--- src/rtl/alu_operand_fetch.sv ---
// Operand-fetch/issue stage feeding the 32-bit ALU: register file, RAW scoreboard,
// registered valid/ready output. Optional carry flag enabled by STATUS_CARRY_EN.
module alu_operand_fetch #(
  parameter int DW   = 32,
  parameter int AW   = 4,
  parameter int IMMW = 16
) (
  input  logic            clk,
  input  logic            rst,
  input  logic            in_valid,
  output logic            in_ready,
  input  logic [3:0]      in_op,
  input  logic [AW-1:0]   in_rs1,
  input  logic [AW-1:0]   in_rs2,
  input  logic [AW-1:0]   in_rd,
  input  logic            in_use_imm,
  input  logic [IMMW-1:0] in_imm,
  input  logic            in_use_carry,
  output logic            out_valid,
  input  logic            out_ready,
  output logic [DW-1:0]   out_a,
  output logic [DW-1:0]   out_b,
  output logic            out_c_in,
  output logic [3:0]      out_select,
  output logic [AW-1:0]   out_rd,
  input  logic            wb_en,
  input  logic [AW-1:0]   wb_addr,
  input  logic [DW-1:0]   wb_data,
  input  logic [3:0]      wb_status
);

  localparam int NREGS = 2**AW;

  logic [DW-1:0]    regs_q [NREGS];
  logic [DW-1:0]    regs_d [NREGS];
  logic [NREGS-1:0] pending_q, pending_d;

  logic            out_valid_q, out_valid_d;
  logic [DW-1:0]   out_a_q, out_a_d;
  logic [DW-1:0]   out_b_q, out_b_d;
  logic            out_c_in_q, out_c_in_d;
  logic [3:0]      out_select_q, out_select_d;
  logic [AW-1:0]   out_rd_q, out_rd_d;

  logic            wb_live;
  logic            wb_hit1, wb_hit2;
  logic            rs1_hz, rs2_hz, hz;
  logic            ready_int, accept;
  logic [DW-1:0]   rs1_data, rs2_data, imm_ext, b_data;
  logic            c_in_next;

  assign wb_live = wb_en && (wb_addr != '0);
  assign wb_hit1 = wb_en && (wb_addr == in_rs1);
  assign wb_hit2 = wb_en && (wb_addr == in_rs2);

  // A same-cycle writeback to a pending source resolves the hazard via the bypass.
  assign rs1_hz    = pending_q[in_rs1] && !wb_hit1;
  assign rs2_hz    = !in_use_imm && pending_q[in_rs2] && !wb_hit2;
  assign hz        = in_valid && (rs1_hz || rs2_hz);
  assign ready_int = !rst && (!out_valid_q || out_ready) && !hz;
  assign accept    = in_valid && ready_int;
  assign in_ready  = ready_int;

  always_comb begin
    rs1_data = '0;
    if (in_rs1 != '0) begin
      if (wb_hit1) rs1_data = wb_data;
      else         rs1_data = regs_q[in_rs1];
    end
    rs2_data = '0;
    if (in_rs2 != '0) begin
      if (wb_hit2) rs2_data = wb_data;
      else         rs2_data = regs_q[in_rs2];
    end
    imm_ext = {{(DW-IMMW){in_imm[IMMW-1]}}, in_imm};
    b_data  = in_use_imm ? imm_ext : rs2_data;
  end

`ifdef STATUS_CARRY_EN
  logic carry_q, carry_d, carry_cur;
  logic unused_status;

  assign unused_status = ^wb_status[2:0];

  always_comb begin
    carry_cur = wb_en ? wb_status[3] : carry_q;
    carry_d   = carry_cur;
    c_in_next = in_use_carry && carry_cur;
  end

  always_ff @(posedge clk) begin
    if (rst) carry_q <= 1'b0;
    else     carry_q <= carry_d;
  end
`else
  logic unused_carry;

  assign unused_carry = ^{wb_status, in_use_carry};
  assign c_in_next    = 1'b0;
`endif

  always_comb begin
    regs_d = regs_q;
    if (wb_live) regs_d[wb_addr] = wb_data;
  end

  // Issue-time set is applied after writeback clear so the new pending mark wins.
  always_comb begin
    pending_d = pending_q;
    if (wb_live) pending_d[wb_addr] = 1'b0;
    if (accept && (in_rd != '0)) pending_d[in_rd] = 1'b1;
    pending_d[0] = 1'b0;
  end

  always_comb begin
    out_valid_d  = out_valid_q;
    out_a_d      = out_a_q;
    out_b_d      = out_b_q;
    out_c_in_d   = out_c_in_q;
    out_select_d = out_select_q;
    out_rd_d     = out_rd_q;
    if (accept) begin
      out_valid_d  = 1'b1;
      out_a_d      = rs1_data;
      out_b_d      = b_data;
      out_c_in_d   = c_in_next;
      out_select_d = in_op;
      out_rd_d     = in_rd;
    end else if (out_ready) begin
      out_valid_d = 1'b0;
    end
  end

  always_ff @(posedge clk) begin
    if (rst) begin
      for (int i = 0; i < NREGS; i++) regs_q[i] <= '0;
      pending_q    <= '0;
      out_valid_q  <= 1'b0;
      out_a_q      <= '0;
      out_b_q      <= '0;
      out_c_in_q   <= 1'b0;
      out_select_q <= '0;
      out_rd_q     <= '0;
    end else begin
      regs_q       <= regs_d;
      pending_q    <= pending_d;
      out_valid_q  <= out_valid_d;
      out_a_q      <= out_a_d;
      out_b_q      <= out_b_d;
      out_c_in_q   <= out_c_in_d;
      out_select_q <= out_select_d;
      out_rd_q     <= out_rd_d;
    end
  end

  assign out_valid  = out_valid_q;
  assign out_a      = out_a_q;
  assign out_b      = out_b_q;
  assign out_c_in   = out_c_in_q;
  assign out_select = out_select_q;
  assign out_rd     = out_rd_q;

endmodule
--- config.mk ---
export PLATFORM = sky130hd
export DESIGN_NAME = alu_operand_fetch
export DESIGN_NICKNAME = d
export VERILOG_FILES = /design/src/rtl/alu_operand_fetch.sv
export SDC_FILE = /design/constraint.sdc
export NUM_CORES = 2
export LEC_CHECK = 0
export CORE_MARGIN = 10
export CORE_UTILIZATION = 50
export DETAILED_ROUTE_END_ITERATION = 7
export PLACE_DENSITY = 0.65
export SLEW_MARGIN = 20
export SYNTH_ARGS = -nofsm -noshare
export SYNTH_HDL_FRONTEND = slang
export SYNTH_SLANG_ARGS = --single-unit
--- constraint.sdc ---
create_clock -name clk -period 2.9 [get_ports clk]
set_input_delay 0.58 -clock clk [delete_from_list [all_inputs] [get_ports clk]]
set_output_delay 0.58 -clock clk [all_outputs]
set_load 0.03 [all_outputs]
* Yosys cells after proc, flatten, opt, wreduce, memory -nomap -nowiden
Cells that the tools add are included.
Widths: inputs -> output; s select.
** Cells by class
- $lt $le $gt $ge :: 10
- Eq/ne operators :: 2
- Multiplexer cells :: 26
- Bitwise operators :: 6
- Reductions and logical operators :: 27
** Operator list (count)
- $bwmux 512 :: 1
- $mux 32 :: 10
- $bmux 32 s4 :: 2
- $demux 32 s4 :: 1
- $mux 16 :: 2
- $lt 4x5->1 const B :: 4
- $and 16x16->16 :: 1
- $not 16->16 :: 1
- $or 16x16->16 :: 1
- $reduce_bool 4->1 :: 4
- $ge 5x5->1 const B :: 3
- $not 4->5 :: 3
- $logic_and 1x1->1 :: 14
- $bmux 1 s4 :: 2
- $demux 1 s4 :: 2
- $eq 4x4->1 :: 2
- $ge 4x1->1 const B :: 2
- $logic_not 1->1 :: 6
- $mux 1 :: 6
- $lt 5x1->1 const B :: 1
- $logic_or 1x1->1 :: 2
- $reduce_bool 2->1 :: 1
** Storage, ports and cells
- Bits in registers :: 601
- Input bits :: 79
- Output and inout bits :: 75
- Word-level logic and storage cells :: 94

* Longest topological paths before layout
- Depth after elaboration :: 11
- Gate-level depth with buffers :: 10
- Gate-level depth less buffers :: 6

* Worst setup path before layout
OpenSTA, ideal clock, no wires.
- Kind :: input to output
- Start point :: input port in_rs2[2]
- End point :: output port in_ready
- Arrival :: 2226 ps
- Data required time :: 2320 ps
- Path slack :: 94 ps
- Stages on the path :: 6
- Buffers on the path :: 1
- Cells stage by stage :: buf_2 -> mux2_2 -> a2111oi_2 -> nor3_1 -> a22oi_1 -> o21a_1
** On the way
- Longest elaborated chain between the ends :: 8
- Elaborated cells on any way between the ends :: 11
- Those cells by class :: eq/ne: 1; mux: 2; reduce/logical: 8
** RTL lines
- from (decl) :: line 14 : input logic [AW-1:0] in_rs2,
- $bmux 1 s4 or $eq 4x4->1 (tied branches) :: line 58, 54
- $mux 1 (not written as such) or $logic_and 1x1->1 (tied branches) :: line 58, 54
- $logic_and 1x1->1 or $logic_not 1->1 (tied branches) :: line 58 : assign rs2_hz = !in_use_imm && pending_q[in_rs2] && !wb_hit2;
- $logic_and 1x1->1 (*) :: line 58
- $logic_or 1x1->1 (*) :: line 59 : assign hz = in_valid && (rs1_hz || rs2_hz);
- $logic_and 1x1->1 (*) :: line 59
- $logic_not 1->1 (*) :: line 60 : assign ready_int = !rst && (!out_valid_q || out_ready) && !hz;
- $logic_and 1x1->1 (*) :: line 60
- to (decl) :: line 11 : output logic in_ready,
Every way passes the cells marked *; elsewhere a longest branch is shown, timed or not. The select of a mux whose other input is x is not followed.

* Worst setup path after layout
- Start point :: register pending_q[14]
- End point :: output port in_ready
** On the way
- Longest elaborated chain between the ends :: 8
- Elaborated cells on any way between the ends :: 11
- Those cells by class :: mux: 4; reduce/logical: 7
** RTL lines
- from (decl) :: line 36 : logic [NREGS-1:0] pending_q, pending_d;
- from (signal assigned) :: line 146 : pending_q <= pending_d;
- $bmux 1 s4 :: line 58
- $mux 1 (not written as such) :: line 58
- $logic_and 1x1->1 (2 in a row) :: line 58
- $logic_or 1x1->1 (*) :: line 59
- $logic_and 1x1->1 (*) :: line 59
- $logic_not 1->1 (*) :: line 60
- $logic_and 1x1->1 (*) :: line 60
Marks and branches as above.

==> flow_metrics.env <==
export IMPL_post_place_ws_ns=-0.251
export IMPL_powerDensity_nw_per_um2=552
export IMPL_ys_ff_latch=600
export IMPL_antenna_found_initial=3
export IMPL_maxCapViolCount=0
export IMPL_clk_pin_slew_worst_paths_ns=0.05
export IMPL_nets=3426
export IMPL_drv_slew=0
export IMPL_synth_most_common_cell="nand2_1"
export IMPL_clockBufferDepth=3
export IMPL_final_util=0.602
export IMPL_io_buffers=147
export IMPL_grt_pass1_vias=26340
export IMPL_avgRoutedWirePerCell_um=25.0
export IMPL_grt_max_degree=229
export IMPL_synth_net_count=3352
export IMPL_vias=26589
export IMPL_synth_edff_count=0
export IMPL_vdd_drop_max_mv=0.508
export IMPL_root_buffer="clkbuf_16"
export IMPL_postLayoutSetupSlackWorst_ns=-0.0237
export IMPL_regArea_um2=12000
export IMPL_drt_iter0_drc=3194
export IMPL_dp_hpwl_mm=65.7
export IMPL_finClkSkew_ns=0.0247
export IMPL_fp_row_count=88
export IMPL_dieArea_um2=68400
export IMPL_worstSetupPathType="reg2out"
export IMPL_drt_first_pass_iters=8
export IMPL_synth_common_cells="nand2_1, dfxtp_1, a21oi_1"
export IMPL_leakagePower_uw=0.0115
export IMPL_grt_pass1_wl_mm=157
export IMPL_ys_types=44
export IMPL_rsz0062_at_grt="yes"
export IMPL_status="finished with violations"
export IMPL_io_pins=154
export IMPL_netlist_instances=3273
export IMPL_tightestPinTransition_ns=1.24
export IMPL_arrival_ns=2.34
export IMPL_synth_area_leaders="dfxtp_1, mux4_2, nand2_1"
export IMPL_crit_required_ns=2.32
export IMPL_yosys_area_top_type="dfxtp_1"
export IMPL_synth_top_area_share=0.411
export IMPL_tns_ns=-0.0237
export IMPL_viasPerCell=6.39
export IMPL_p_sw_uw=4930
export IMPL_p_int_uw=14300
export IMPL_finalCritPeriodShare=1.01
export IMPL_hold_path_class="reg2reg"
export IMPL_combPwrFrac=0.113
export IMPL_syn_area_um2=29200
export IMPL_p_total_uw=19200
export IMPL_cp_slowest_cell="mux4_2"
export IMPL_core_area_um2=57800
export IMPL_grt_usage=0.299
export IMPL_antenna_left=0
export IMPL_syn2layout_area_growth_pct=19.2
export IMPL_htree_levels=3
export IMPL_synth_top_flop_cell="dfxtp_1"
export IMPL_ys_warn_count=0
export IMPL_nFillCells=4893
export IMPL_critPathMaxFanout=3
export IMPL_wirelength_mm=104
export IMPL_initial_core_util=0.505
export IMPL_start_kind="flop"
export IMPL_drc=0
export IMPL_cts_buffers=67
export IMPL_hold_violations=0
export IMPL_violations="negative setup slack"
export IMPL_die_w_um=262
export IMPL_grt_overflow=0
export IMPL_syn_mean_instance_area_um2=8.92
export IMPL_async_flop_share=0
export IMPL_slowest_delay_ns=0.49
export IMPL_clkLatencyLatePin_ns=0.61
export IMPL_max_freq_mhz=342
export IMPL_clock_sinks=600
export IMPL_pwr_share_seq=0.441
export IMPL_crit_chain="mux4_2 -> o22ai_2 -> o32ai_2 -> a22oi_1 -> buf_4 -> o21a_1 -> buf_6"
export IMPL_multi_input_area_um2=16000
export IMPL_place_congestion=0.871
export IMPL_clockPowerShare=0.445
export IMPL_slew_headroom=0.176
export IMPL_drive_above_1_share=0.187
export IMPL_setup_viol_count_final=1
export IMPL_p_sw_frac=0.257
export IMPL_cts_tree="built"
export IMPL_min_period_ns=2.92
export IMPL_ctsHoldBuffers=0
export IMPL_die_y_um=262
export IMPL_ys_seq_area_frac=0.411
export IMPL_cp_end_kind="primary output"
layout by cell type (no fill, tap or decap), types with 4 or more instances in the layout:
cell type / netlist / routed
a21oi_1: 522 / 521
nand3_2: 0 / 4
dfxtp_1: 600 / 598
or2_2: 5 / 5
clkinv_2: 0 / 10
a211oi_1: 96 / 96
clkbuf_1: 292 / 17
clkbuf_8: 0 / 19
clkdlybuf4s50_1: 0 / 135
o31ai_1: 33 / 33
nor2_4: 0 / 12
nor2b_1: 69 / 69
a222oi_1: 15 / 15
nand2b_1: 9 / 7
mux2i_1: 32 / 32
nand2_1: 995 / 992
buf_12: 0 / 47
o22ai_1: 66 / 65
nor3_2: 0 / 5
nor2_1: 86 / 74
nand3_1: 51 / 47
a221oi_1: 18 / 18
mux2_2: 4 / 4
clkbuf_16: 0 / 69
mux4_2: 261 / 261
buf_4: 1 / 170
o21ai_0: 12 / 12
xor2_1: 6 / 6
cell families after synthesis:
kind of cell | count (synthesis) | share of synthesized area
XOR/XNOR | 8 | 0.00240
buffers and inverters | 357 | 0.0481
flip-flops | 600 | 0.411
other | 1 | 0.000128
AND/OR/NAND/NOR | 1237 | 0.170
multiplexers | 297 | 0.214
AO/OA/AOI/OAI | 773 | 0.154
path summary, 6_finish.rpt:
kind                    to  cells past startpoint  slack [ns]           from
max               in_ready                      7       -0.02  pending_q[14]
min          out_select[2]                      2        0.46  out_select[2]
max reg2reg   pending_q[2]                      8        0.47  pending_q[14]
min reg2reg  out_select[2]                      2        0.46  out_select[2]
through the flow:
step                std cells  area (um2)  hold WS (ns)
floorplan                3273       29200         0.443
global placement         4042       32600         0.448
detailed placement       4042       32600         0.452
CTS                      4161       34800         0.460
global route             4163       34800         0.477
finish                   4163       34800         0.459
power by group through the flow:
stage	Sequential [uW]	Combinational, uW	Clock (uW)
2_1_floorplan	8730	1130	0
3_3_place_gp	8640	2110	0
3_5_place_dp	8650	2130	0
4_1_cts	8470	2140	8610
5_1_grt	8490	2280	8950
6_report	8480	2180	8550
per-layer routing:
metal  GRT usage  wire [um]  vias up
met5           0         27        -
met4       0.172       5680        4
met3      0.0672      10300      368
met2       0.483      49400     1506
met1       0.364      38600    12984
li1            -          -    11727
area by class of cell:
| class | instances | area share |
|---|---|---|
| well taps | 765 | 0.0275 |
| flip-flops and latches | 600 | 0.345 |
| multi-input cells | 2316 | 0.459 |
| diodes | 2 | 0.000144 |
| inverters | 2 | 0.000216 |
| clock inverters | 15 | 0.00453 |
| repair buffers | 360 | 0.105 |
| clock buffers | 103 | 0.0582 |
worst max-delay path: cells and delay by family, from the launching register on:
family	cells	cell delay [ns]
DFF	1	0.34
AOI/OAI and AO/OA	4	0.64
muxes	1	0.49
buffers and inverters	2	0.30
repair_timing:
item | CTS | global route
resized for setup | 7 | 4
buffers inserted | 1 | 0
pin swaps | 2 | 0
endpoints found under the setup margin | 1 | 1
sequential cells by signal (all words and copies together) (netlist names):
signal / count
out_a: 32
out_b: 32
out_rd: 4
out_select: 4
out_valid: 1
pending_q: 15
regs_q: 512
Power figures use the tool's default switching activity.
